`src/rtl/dm9312_scan_if.sv`:
```
// Bundle between the DM9312 scan controller and its surroundings: the
// frame request/result side toward game logic and the select/strobe/Y side
// toward the DM9312 8:1 data selector.
interface dm9312_scan_if;
   logic       start;
   logic       continuous;
   logic [7:0] mask;
   logic       y;
   logic       sel_a;
   logic       sel_b;
   logic       sel_c;
   logic       g_n;
   logic       busy;
   logic [7:0] frame;
   logic       frame_valid;

   modport master (
      input  start, continuous, mask, y,
      output sel_a, sel_b, sel_c, g_n, busy, frame, frame_valid
   );

   modport slave (
      output start, continuous, mask, y,
      input  sel_a, sel_b, sel_c, g_n, busy, frame, frame_valid
   );
endinterface

```
`src/rtl/dm9312_scan_ctrl.sv`:
```
// Scan sequencer for a DM9312 8:1 data selector. Walks the enabled slots in
// ascending order, settling the select lines with the strobe high, then
// strobing low and sampling Y on the last strobe cycle. The sampled bits are
// published as one byte with a single-cycle valid pulse.
module dm9312_scan_ctrl #(
   parameter int SETTLE_CYC = 1,
   parameter int DWELL_CYC  = 2
) (
   input  logic          clk,
   input  logic          reset,
   dm9312_scan_if.master bus
);

   localparam logic [3:0] SETTLE_LAST = 4'(SETTLE_CYC - 1);
   localparam logic [3:0] DWELL_LAST  = 4'(DWELL_CYC - 1);

   typedef enum logic [1:0] {
      IDLE   = 2'd0,
      SETTLE = 2'd1,
      STROBE = 2'd2,
      DONE   = 2'd3
   } state_t;

   state_t     state_q;
   logic [3:0] cnt_q;
   logic [2:0] slot_q;
   logic [7:0] mask_q;
   logic [7:0] shadow_q;
   logic [7:0] frame_q;
   logic       frame_valid_q;
   logic       busy_q;
   logic       g_n_q;

   logic [7:0] shadow_d;
   logic [7:0] upper_mask;
   logic [2:0] next_slot;
   logic       launch;

   // Index of the lowest set bit; 0 when no bit is set.
   function automatic logic [2:0] lowest_set(input logic [7:0] m);
      logic [2:0] r;
      r = '0;
      for (int i = 7; i >= 0; i--) begin
         if (m[i]) r = 3'(i);
      end
      return r;
   endfunction

   // Bits of m strictly above position s.
   function automatic logic [7:0] bits_above(input logic [7:0] m, input logic [2:0] s);
      logic [7:0] r;
      for (int i = 0; i < 8; i++) begin
         r[i] = m[i] && (i > int'(s));
      end
      return r;
   endfunction

   // Shadow byte with the current slot's Y folded in, plus the next enabled slot.
   always_comb begin
      shadow_d         = shadow_q;
      shadow_d[slot_q] = bus.y;
      upper_mask       = bits_above(mask_q, slot_q);
      next_slot        = lowest_set(upper_mask);
   end

   // A frame begins from IDLE on start or continuous, and back-to-back after DONE
   // only in continuous mode; start is ignored everywhere else.
   assign launch = ((state_q == IDLE) && (bus.start || bus.continuous)) ||
                   ((state_q == DONE) && bus.continuous);

   // Scan FSM with registered strobe, select, busy and frame outputs.
   always_ff @(posedge clk) begin
      if (reset) begin
         state_q       <= IDLE;
         cnt_q         <= '0;
         slot_q        <= '0;
         mask_q        <= '0;
         shadow_q      <= '0;
         frame_q       <= '0;
         frame_valid_q <= 1'b0;
         busy_q        <= 1'b0;
         g_n_q         <= 1'b1;
      end else begin
         frame_valid_q <= 1'b0;
         unique case (state_q)
            IDLE, DONE: begin
               g_n_q <= 1'b1;
               if (launch) begin
                  mask_q   <= bus.mask;
                  shadow_q <= '0;
                  cnt_q    <= '0;
                  busy_q   <= 1'b1;
                  if (bus.mask != 8'h00) begin
                     slot_q  <= lowest_set(bus.mask);
                     state_q <= SETTLE;
                  end else begin
                     // Empty mask: publish an all-zero frame without strobing.
                     frame_q       <= '0;
                     frame_valid_q <= 1'b1;
                     state_q       <= DONE;
                  end
               end else begin
                  busy_q  <= 1'b0;
                  state_q <= IDLE;
               end
            end
            SETTLE: begin
               if (cnt_q == SETTLE_LAST) begin
                  cnt_q   <= '0;
                  g_n_q   <= 1'b0;
                  state_q <= STROBE;
               end else begin
                  cnt_q <= cnt_q + 4'd1;
               end
            end
            STROBE: begin
               if (cnt_q == DWELL_LAST) begin
                  cnt_q    <= '0;
                  g_n_q    <= 1'b1;
                  shadow_q <= shadow_d;
                  if (upper_mask != 8'h00) begin
                     // Select only moves here, with the strobe going high.
                     slot_q  <= next_slot;
                     state_q <= SETTLE;
                  end else begin
                     frame_q       <= shadow_d;
                     frame_valid_q <= 1'b1;
                     state_q       <= DONE;
                  end
               end else begin
                  cnt_q <= cnt_q + 4'd1;
               end
            end
            default: state_q <= IDLE;
         endcase
      end
   end

   assign bus.sel_a       = slot_q[0];
   assign bus.sel_b       = slot_q[1];
   assign bus.sel_c       = slot_q[2];
   assign bus.g_n         = g_n_q;
   assign bus.busy        = busy_q;
   assign bus.frame       = frame_q;
   assign bus.frame_valid = frame_valid_q;

endmodule

```
`src/flat_wrapper.sv`:
```
// flat-port wrapper written by rule: the top's interface ports become plain ports
module dm9312_scan_ctrl_flat 
#(
   parameter int SETTLE_CYC = 1,
   parameter int DWELL_CYC  = 2
)
  (clk, reset, bus_start, bus_continuous, bus_mask, bus_y, bus_sel_a, bus_sel_b, bus_sel_c, bus_g_n, bus_busy, bus_frame, bus_frame_valid);
  dm9312_scan_if bus_i ();
  input  logic clk;
  input  logic reset;
  input wire logic [$bits(bus_i.start)-1:0] bus_start;
  input wire logic [$bits(bus_i.continuous)-1:0] bus_continuous;
  input wire logic [$bits(bus_i.mask)-1:0] bus_mask;
  input wire logic [$bits(bus_i.y)-1:0] bus_y;
  output wire logic [$bits(bus_i.sel_a)-1:0] bus_sel_a;
  output wire logic [$bits(bus_i.sel_b)-1:0] bus_sel_b;
  output wire logic [$bits(bus_i.sel_c)-1:0] bus_sel_c;
  output wire logic [$bits(bus_i.g_n)-1:0] bus_g_n;
  output wire logic [$bits(bus_i.busy)-1:0] bus_busy;
  output wire logic [$bits(bus_i.frame)-1:0] bus_frame;
  output wire logic [$bits(bus_i.frame_valid)-1:0] bus_frame_valid;
  assign bus_i.start = bus_start;
  assign bus_i.continuous = bus_continuous;
  assign bus_i.mask = bus_mask;
  assign bus_i.y = bus_y;
  assign bus_sel_a = bus_i.sel_a;
  assign bus_sel_b = bus_i.sel_b;
  assign bus_sel_c = bus_i.sel_c;
  assign bus_g_n = bus_i.g_n;
  assign bus_busy = bus_i.busy;
  assign bus_frame = bus_i.frame;
  assign bus_frame_valid = bus_i.frame_valid;
  dm9312_scan_ctrl #(.SETTLE_CYC(SETTLE_CYC), .DWELL_CYC(DWELL_CYC)) u_core (.clk(clk), .reset(reset), .bus(bus_i));
endmodule
```
`config.mk`:
```
export PLATFORM = sky130hd
export DESIGN_NAME = dm9312_scan_ctrl_flat
export DESIGN_NICKNAME = d
export VERILOG_FILES = /design/src/rtl/dm9312_scan_if.sv /design/src/rtl/dm9312_scan_ctrl.sv /design/src/flat_wrapper.sv
export SDC_FILE = /design/constraint.sdc
export NUM_CORES = 1
export LEC_CHECK = 0
export CORE_ASPECT_RATIO = 2
export CORE_MARGIN = 2
export CORE_UTILIZATION = 35
export DETAILED_ROUTE_END_ITERATION = 10
export SYNTH_ARGS = -nofsm -noshare
export SYNTH_HDL_FRONTEND = slang
export SYNTH_SLANG_ARGS = --single-unit
export TNS_END_PERCENT = 30
```
`constraint.sdc`:
```
create_clock -name clk -period 5.6 [get_ports clk]
set_clock_uncertainty 0.15 [all_clocks]
set_input_delay 0.56 -clock clk [delete_from_list [all_inputs] [get_ports clk]]
set_output_delay 0.56 -clock clk [all_outputs]
set_load 0.02 [all_outputs]
```
==> flow_summary.toml <==
[outcome]
outcome = "completed"

[logic_synthesis]
syn_area_per_cell_um2 = 8.15
synth.distinct_cells = 47
synth_edf_count = 0
yosys_warnings = 0
postSynthCellCount = 250
synth_area_mm2 = 0.00204
synth_flop_cell = "dfxtp_1"
syn_nets = 270
ys_ff_latch = 35
async_flop_share_pct = 0
seq_area_frac_synth_pct = 34.4

[timing]
hold_viol = 0
rsz0062_at_grt = "no"
period_share_pct = 47.1
max_freq_mhz = 379
slew_headroom_pct = 24.5
setup_tns_ps = 0
finalSetupViolCount = 0
worst_slew_pin_slew_ps = 1130
fin_crit_ps = 2640
final_max_slew_viol_count = 0

[detailed_routing]
drc = 0
via_per_inst = 5.55
wl_per_cell_um = 15.0
antenna_left = 0
drt_wl_total_um = 4900
drtIter0Drc = 71
vias = 1810
dr.pass1.iters = 4

[worst_setup_path]
crit_required_ps = 5600
start_kind = "flop"
worstPathCellList = "inv_1, ha_1, a21o_1, or2_0, mux2i_1, nor2_1"
crit_fanout = 26
critPathMaxStageDelay_ps = 730
path_buf_inv = 1
end_kind = "flop"
crit_family = "adder cells"
crit_type = "reg -> reg"
crit_slowest_cell = "ha_1"
arrival_ps = 2640

[placement]
dp.final_hpwl_um = 3500
gp_congestion = 0.771
portBuffers = 26
placed_cells = 320

[clock_network]
post_cts_buffers = 0
cts_tree = "yes"
clk-insertion-delay-late_ps = 270
cts_buffer_depth = 2
clkTransAtPathRegs_ps = 50
cts_resized = 0
htree_levels = 2
clock-root-buffer = "clkbuf_16"
numCtsBuffers = 5
cts.sinks = 35
hold_buffers = 0

[floorplan]
die_y_um = 112
coreArea_mm2 = 0.00566
ioPinCount = 27
rows = 39
die_area_mm2 = 0.00648
start_util_pct = 36.0
die_w_um = 57.9

[final_layout]
layout_common_cells = "35 x dfxtp_1, 26 x clkdlybuf4s50_1, 25 x nor2_1"
final_common_cell = "dfxtp_1"
drive_gt1_share_pct = 3.77
fin_cells = 326
diodes = 0
area.sequential_um2 = 701
n_fill_cell = 580
final_net_count = 286
multi_input_area_mm2 = 0.00122
layout-area-overhead-vs-synth_pct = 19.5

[global_routing]
antenna_found_initial = 0
grt_max_degree = 37
grt_pass1_wl_um = 8390
grt_util_all_layers_pct = 16.7
globalRouteOverflowTotal = 0
grt_pass1_vias = 1775

[power]
power_density_mw_per_mm2 = 435
leakage_nw = 0.870
vdd_drop_max_mv = 0.267

[worst_hold_path]
holdCritPathClass = "reg -> reg"

[run]
max_cap_violations = 0
==> state kept, by name, indices dropped and copies added (netlist names), 2 cells and up <==
signal / cells
u_core.bus.frame: 8
u_core.cnt_q: 4
u_core.mask_q: 7
u_core.shadow_q: 8
u_core.slot_q: 3
u_core.state_q: 2
==> Yosys cell counts, types with 4 or more instances <==
cell type  count  area (um2)
nand3_1       20         100
mux2i_1       20         200
inv_1         11        41.3
nand2_1       12        45.0
ha_1           7        87.6
a21oi_1       15        75.1
nor2_1        25        93.8
nand4b_1       4        35.0
a211oi_1       6        45.0
dfxtp_1       35         701
o21ai_0        6        30.0
a31oi_1       10        62.6
nand2b_1       6        37.5
nor2b_1        9        56.3
nand3b_1       4        30.0
clkbuf_1      15        56.3
==> stage by stage <==
| step | area [um2] | hold WS, ps | utilization, % | setup slack (ps) | power (mW) |
|---|---|---|---|---|---|
| 3_5_place_dp | 2310 | 302 | 40.7 | 2830 | 0.814 |
| 5_1_grt | 2430 | 320 | 43.0 | 2720 | 1.14 |
| 2_1_floorplan | 2040 | 286 | - | 3430 | 0.706 |
| 4_1_cts | 2430 | 309 | 43.0 | 2930 | 1.07 |
| 6_report | 2430 | 309 | 43.0 | 2960 | 1.06 |
| 3_3_place_gp | 2310 | 291 | 40.7 | 2870 | 0.811 |
==> path summary, 6_finish.rpt <==
path,startpoint,to,slack (ps),depth (start not counted)
worst max-delay path,u_core.state_q[0],u_core.shadow_q[5],2960,6
worst min-delay path,u_core.shadow_q[0],u_core.shadow_q[0],310,2
worst max register to register,u_core.state_q[0],u_core.shadow_q[5],2960,6
worst min register to register,u_core.shadow_q[0],u_core.shadow_q[0],310,2
==> final cells by class <==
class | count | share of cell area, %
Inverter | 11 | 1.70
Timing Repair Buffer | 27 | 11.0
Multi-Input combinational cell | 186 | 50.1
Tap cell | 61 | 3.13
Clock buffer | 6 | 5.29
Sequential cell | 35 | 28.8
==> cells by family after synthesis <==
kind of cell | after synthesis | share of synthesized area, %
adders and majority gates | 7 | 4.30
DFF | 35 | 34.4
AOI/OAI and AO/OA | 57 | 18.5
muxes | 20 | 9.83
buffers and inverters | 29 | 5.71
and+or+nand+nor | 102 | 27.3
==> layer usage <==
metal  up-vias  wire length [um]  global-route usage (%)  share of wire (%)
met5         -                 0                       0                  0
li1        932                 -                       -                  -
met4         0               165                    9.77                3.4
met3        11               118                    2.32                2.4
met2        34              2630                    29.2                 54
met1       833              1980                    18.5                 40
==> where the power goes <==
| part | internal (mW) | total, mW | switching [mW] |
|---|---|---|---|
| registers | 0.285 | 0.344 | 0.0587 |
| clock network | 0.160 | 0.252 | 0.0929 |
| logic | 0.189 | 0.463 | 0.274 |
| total | 0.634 | 1.06 | 0.425 |
==> tightest hold or removal path: cells and delay by family (launching register included) <==
kind,cells,cell delay [ps]
DFF,1,310
AOI/OAI and AO/OA,1,50
and+or+nand+nor,1,50
Power figures use the tool's default switching activity.
